==> src/rtl/add_and_square_power_acc.sv <==
// Beam power block: per-sample channel sum, centring and exact squaring,
// an adder tree across the demuxed samples, a windowed power accumulator and a threshold trigger.
module add_and_square_power_acc #(
    parameter  int DEMUX    = 16,
    parameter  int NBITS    = 3,
    parameter  int NCHAN    = 3,
    parameter  int ACC_LEN  = 8,
    localparam int DMAX     = NCHAN * ((1 << NBITS) - 1),
    localparam int SBITS    = $clog2(DMAX + 1),
    localparam int SQBITS   = 2 * SBITS,
    localparam int TREEBITS = SQBITS + $clog2(DEMUX),
    localparam int ACCBITS  = TREEBITS + $clog2(ACC_LEN + 1)
) (
    input  logic                           clk,
    input  logic                           rst_n,
    input  logic                           clear,
    input  logic                           in_valid,
    input  logic [NCHAN*DEMUX*NBITS-1:0]   samples,
    input  logic [ACCBITS-1:0]             threshold,
    output logic [DEMUX*SQBITS-1:0]        sq_out,
    output logic                           sq_valid,
    output logic [ACCBITS-1:0]             power_out,
    output logic                           power_valid,
    output logic                           trig
);

    localparam int              CNTBITS = (ACC_LEN > 1) ? $clog2(ACC_LEN) : 1;
    localparam logic [SBITS:0]  DMAX_W  = (SBITS + 1)'(DMAX);
    localparam logic [CNTBITS-1:0] LAST_CNT = CNTBITS'(ACC_LEN - 1);

    logic [SBITS-1:0]    s_next  [DEMUX];
    logic [SBITS-1:0]    s_q     [DEMUX];
    logic [SQBITS-1:0]   sq_next [DEMUX];
    logic [SQBITS-1:0]   sq_q    [DEMUX];
    logic [SBITS:0]      two_s;
    logic [SBITS:0]      mag;
    logic [TREEBITS-1:0] tree_next;
    logic [TREEBITS-1:0] tree_q;
    logic                v1, v2, v3;
    logic [ACCBITS-1:0]  acc;
    logic [ACCBITS-1:0]  acc_sum;
    logic [CNTBITS-1:0]  cnt;

    always_comb begin
        for (int i = 0; i < DEMUX; i++) begin
            s_next[i] = '0;
            for (int c = 0; c < NCHAN; c++) begin
                s_next[i] = s_next[i] + SBITS'(samples[((c * DEMUX) + i) * NBITS +: NBITS]);
            end
        end
    end

    // |2s - DMAX| is at most DMAX, so squaring the magnitude in SQBITS is exact.
    always_comb begin
        two_s = '0;
        mag   = '0;
        for (int i = 0; i < DEMUX; i++) begin
            two_s      = {s_q[i], 1'b0};
            mag        = (two_s >= DMAX_W) ? (two_s - DMAX_W) : (DMAX_W - two_s);
            sq_next[i] = SQBITS'(mag) * SQBITS'(mag);
        end
    end

    always_comb begin
        tree_next = '0;
        for (int i = 0; i < DEMUX; i++) begin
            tree_next = tree_next + TREEBITS'(sq_q[i]);
        end
    end

    always_comb begin
        for (int i = 0; i < DEMUX; i++) begin
            sq_out[i*SQBITS +: SQBITS] = sq_q[i];
        end
    end

    assign sq_valid = v2;
    assign acc_sum  = acc + ACCBITS'(tree_q);

    // Data registers load only behind a valid bit, so bubbles and clear leave them holding.
    always_ff @(posedge clk or negedge rst_n) begin
        if (!rst_n) begin
            v1     <= 1'b0;
            v2     <= 1'b0;
            v3     <= 1'b0;
            tree_q <= '0;
            // NOTE: the per-sample arrays are plain registers, not RAM, so they are reset like any other flop.
            for (int i = 0; i < DEMUX; i++) begin
                s_q[i]  <= '0;
                sq_q[i] <= '0;
            end
        end else if (clear) begin
            v1 <= 1'b0;
            v2 <= 1'b0;
            v3 <= 1'b0;
        end else begin
            v1 <= in_valid;
            v2 <= v1;
            v3 <= v2;
            for (int i = 0; i < DEMUX; i++) begin
                if (in_valid) s_q[i]  <= s_next[i];
                if (v1)       sq_q[i] <= sq_next[i];
            end
            if (v2) tree_q <= tree_next;
        end
    end

    always_ff @(posedge clk or negedge rst_n) begin
        if (!rst_n) begin
            acc         <= '0;
            cnt         <= '0;
            power_out   <= '0;
            power_valid <= 1'b0;
            trig        <= 1'b0;
        end else begin
            power_valid <= 1'b0;
            trig        <= 1'b0;
            if (clear) begin
                acc <= '0;
                cnt <= '0;
            end else if (v3) begin
                if (cnt == LAST_CNT) begin
                    power_out   <= acc_sum;
                    power_valid <= 1'b1;
                    trig        <= (acc_sum > threshold);
                    acc         <= '0;
                    cnt         <= '0;
                end else begin
                    acc <= acc_sum;
                    cnt <= cnt + 1'b1;
                end
            end
        end
    end

endmodule

==> config.mk <==
export PLATFORM = sky130hd
export DESIGN_NAME = add_and_square_power_acc
export DESIGN_NICKNAME = d
export VERILOG_FILES = /design/src/rtl/add_and_square_power_acc.sv
export SDC_FILE = /design/constraint.sdc
export NUM_CORES = 1
export LEC_CHECK = 0
export ABC_AREA = 1
export BUFFER_PORTS_ARGS = -buffer_cell sky130_fd_sc_hd__buf_2
export CORE_MARGIN = 3
export CORE_UTILIZATION = 65
export CTS_CLUSTER_SIZE = 28
export DETAILED_ROUTE_END_ITERATION = 10
export PLACE_DENSITY = 0.95
export SYNTH_ARGS = -nofsm -noshare
export SYNTH_HDL_FRONTEND = slang
export SYNTH_SLANG_ARGS = --single-unit
==> constraint.sdc <==
create_clock -name clk -period 10.8 [get_ports clk]
set_input_delay 3.24 -clock clk [delete_from_list [all_inputs] [get_ports clk]]
set_output_delay 3.24 -clock clk [all_outputs]
set_load 0.03 [all_outputs]
==> summary.txt <==
Run status
  – Status: finished, final reports clean

Die
  – Initial core utilization: 0.662
  – Die Ht: between 200 and 250 um
  – IO Pins: 347
  – FP Rows: 75
  – Die X-Extent: roughly 210 um
  – Core area: 42,200 sq um
  – Die area: 45,500 sq um

Min path
  – WHS Endpoint: power_out[2]$_DFFE_PN0P_
  – Hold wc startpoint: power_out[2]$_DFFE_PN0P_
  – Hold depth: 2
  – Hold Path Class: reg2reg

Worst setup path
  – Crit-path max FO: 5
  – Most common cell on crit path: fa_1
  – R2r worst-path depth: 18
  – WP data required: 11.24 ns
  – Crit path max-delay cell type: fa_1
  – CP Capture Type: register
  – Worst R2R Setup Slack: 5.51 ns
  – Cells along the critical path: inv_1 > fa_1 > fa_1 > inv_1 > fa_1 > fa_1 > fa_1 > inv_1 > fa_1 > inv_1 > ha_1 > nand2_1 > nor3_1 > nand3_1 > nand3_1 > nand2_1 > nand3_1 > nand2_1
  – Data arrival, critical path: 5.73 ns
  – Worst reg2reg endpoint: tree_q[12]$_DFFE_PN0P_
  – R2R Path Start: sq_out[19]$_DFFE_PN0P_
  – WS Path Type: reg2reg
  – Crit-path max cell delay: 0.56 ns
  – Critical Path Start Type: register

Global routing
  – Vias in the first global route: 23,774
  – GRT Residual Overflow: 0
  – Antenna violations before repair: 0
  – GRT Overall Usage: 0.307
  – First-pass GRT wire length: 113,000 um
  – Largest net degree at the start of global routing: 120

Clocking
  – Post-CTS setup repair buffer count: 0
  – TritonCTS buffer count: 28
  – H-tree depth: 1
  – Clock Tree Buf Depth: 3
  – Worst skew pair latency: around 0.57 ns
  – CTS Hold Bufs: 0
  – Clock Pin Slew Worst Setup and Hold Paths: 0.06 ns
  – CTS sink count: 244
  – CTS tree: yes
  – CTS root buf: clkbuf_16
  – # resized after CTS: 0

Synth
  – Netlist Area Pre-Place: 27,900 sq um
  – Ys Warns: 0
  – Distinct cells, synth: 45
  – Main synth FF type: dfrtp_1
  – EDFF count, synth: 0
  – Syn avg cell area: 8.20 sq um
  – Area leader, netlist: dfrtp_1
  – Mapped Cells: 3,408
  – FFs w/ async S/R, synth: 1.00
  – Leading post-synthesis cells by cell area: dfrtp_1 22%, fa_1 21%, ha_1 14%, inv_1 9.7%, nand2_1 9.2%
  – Sequential cell area fraction in the yosys report: 0.219
  – Top-area cell type share of the netlist area: 0.219
  – Post-synthesis register bit count: 244

Timing
  – RSZ-0062 raised after global routing: false
  – FMAX: 189 MHz
  – Slew @ Worst Pin: 1.16 ns
  – Final slew viol count: 0
  – Final period util: 0.489
  – Final Skew: approximately 0.022 ns
  – Fin worst setup slack: 5.51 ns
  – Post-layout minimum cycle time: 5.29 ns
  – Final hold viol count: 0
  – Worst rel slew slack: 0.227
  – Setup-failing EPs final: 0
  – Setup TNS: 0 ns

Route
  – Via count: between 20,000 and 25,000
  – DR WL met3: 4690 um
  – Antenna viol nets, final: 0
  – DRC Markers: 0
  – Vias per cell: about 5.4
  – DR iter-0 viols: 1,592
  – Wire per inst: approximately 16 um
  – Met2 WL: 32,700 um
  – Iteration count of the initial detailed-routing pass: 6
  – Top Layer Used: met4
  – WL met1: 26,000 um
  – Routed WL: 67,500 um

Final layout
  – Diodes inserted: 0
  – Final core occ: 0.727
  – Nets: about 4,500
  – Fillcell total: 2,971
  – Area Overhead vs Synth: 9.95%
  – Share of layout cells above drive strength 1: 0.140

Placed design
  – Port bufs: 312
  – Pre-CTS setup slack: approximately 5.5 ns
  – DP Wirelength: 54,100 um
  – GPL Wtd Cong: 0.959

Flow run
  – MaxCap Viol Count: 0
[worst max-delay path: cells and delay by family (launching register included)]
kind | cells | cell delay, ns
adder cells (fa/ha/maj) | 7 | 3.54
AND/OR/NAND/NOR | 7 | 0.91
flip-flops | 1 | 0.42
buffers and inverters | 4 | 0.27
[synth_stat cells, drive strengths merged (6+ instances only)]
master / count
a21oi: 95
nor3: 6
clkbuf: 36
nand2: 756
o31ai: 8
nand4: 28
buf: 76
o21ai: 201
and2: 13
dfrtp: 244
nor2: 209
nand3b: 18
o22ai: 35
xnor2: 60
xor2: 89
a31oi: 8
fa: 295
or2: 13
inv: 753
ha: 306
o21bai: 6
nand3: 146
[per-layer routing]
layer | up-vias | GRT usage
met5 | - | 0
met4 | 0 | 0.158
met3 | 232 | 0.0573
met1 | 10827 | 0.371
met2 | 821 | 0.528
li1 | 10864 | -
[logic make-up (layout without fill, tap and decap cells)]
group	Yosys count	after routing	share of synthesized area
xor+xnor	149	149	0.0522
buf+inv	865	1119	0.124
fa+ha+maj	601	601	0.348
flops	244	244	0.219
simple gates	1189	1189	0.188
compound gates	358	358	0.0683
other cells	2	44	0.000269
[state kept, by name, indices dropped and copies added (netlist names)]
name and cells:
v1 1, power_valid 1, trig 1, v3 1, power_out 16, sq_valid 1, tree_q 11, s_q 80
sq_out 113, acc 16, cnt 3
[cell type report]
type / instances / area, sq um / area share
Sequential cell: 244 / 6110 / 0.199
Clock inverter: 11 / 164 / 0.00534
Tap cell: 539 / 674 / 0.0220
Clock buffer: 37 / 786 / 0.0256
Inverter: 753 / 2830 / 0.0921
Multi-Input combinational cell: 2341 / 18500 / 0.604
Timing Repair Buffer: 318 / 1620 / 0.0526
[stage by stage]
step | hold slack, ns | instance area, sq um | instances
final | 0.474 | 30700 | 4243
after global routing | 0.492 | 30700 | 4243
after CTS | 0.479 | 30700 | 4243
after detailed placement | 0.462 | 29800 | 4195
after global placement | 0.458 | 29800 | 4195
after floorplan | 0.446 | 28100 | 3450
[layout by cell type, fill, tap and decap left out, types with 82 or more instances in the layout]
cell type	Yosys	final
inv_1	724	723
buf_2	25	311
xor2_1	82	82
o21ai_0	191	191
a21oi_1	94	94
nand3_1	143	143
dfrtp_1	244	244
nor2_1	193	193
ha_1	306	306
nand2_1	681	679
fa_1	295	295
[worst max path at each step]
stage	start	slack, ns	cells after the start	endpoint
after floorplan	sq_out[8]$_DFFE_PN0P_	5.73	18	tree_q[13]$_DFFE_PN0P_
after global placement	clear	5.59	7	sq_out[26]$_DFFE_PN0P_
after detailed placement	clear	5.49	7	sq_out[17]$_DFFE_PN0P_
after CTS	sq_out[19]$_DFFE_PN0P_	5.58	18	tree_q[12]$_DFFE_PN0P_
after global routing	sq_out[19]$_DFFE_PN0P_	5.28	18	tree_q[12]$_DFFE_PN0P_
final	sq_out[19]$_DFFE_PN0P_	5.51	18	tree_q[12]$_DFFE_PN0P_
Power is not shown: default switching activity piles up to over one toggle a cycle in this logic, so the estimate is an artifact.
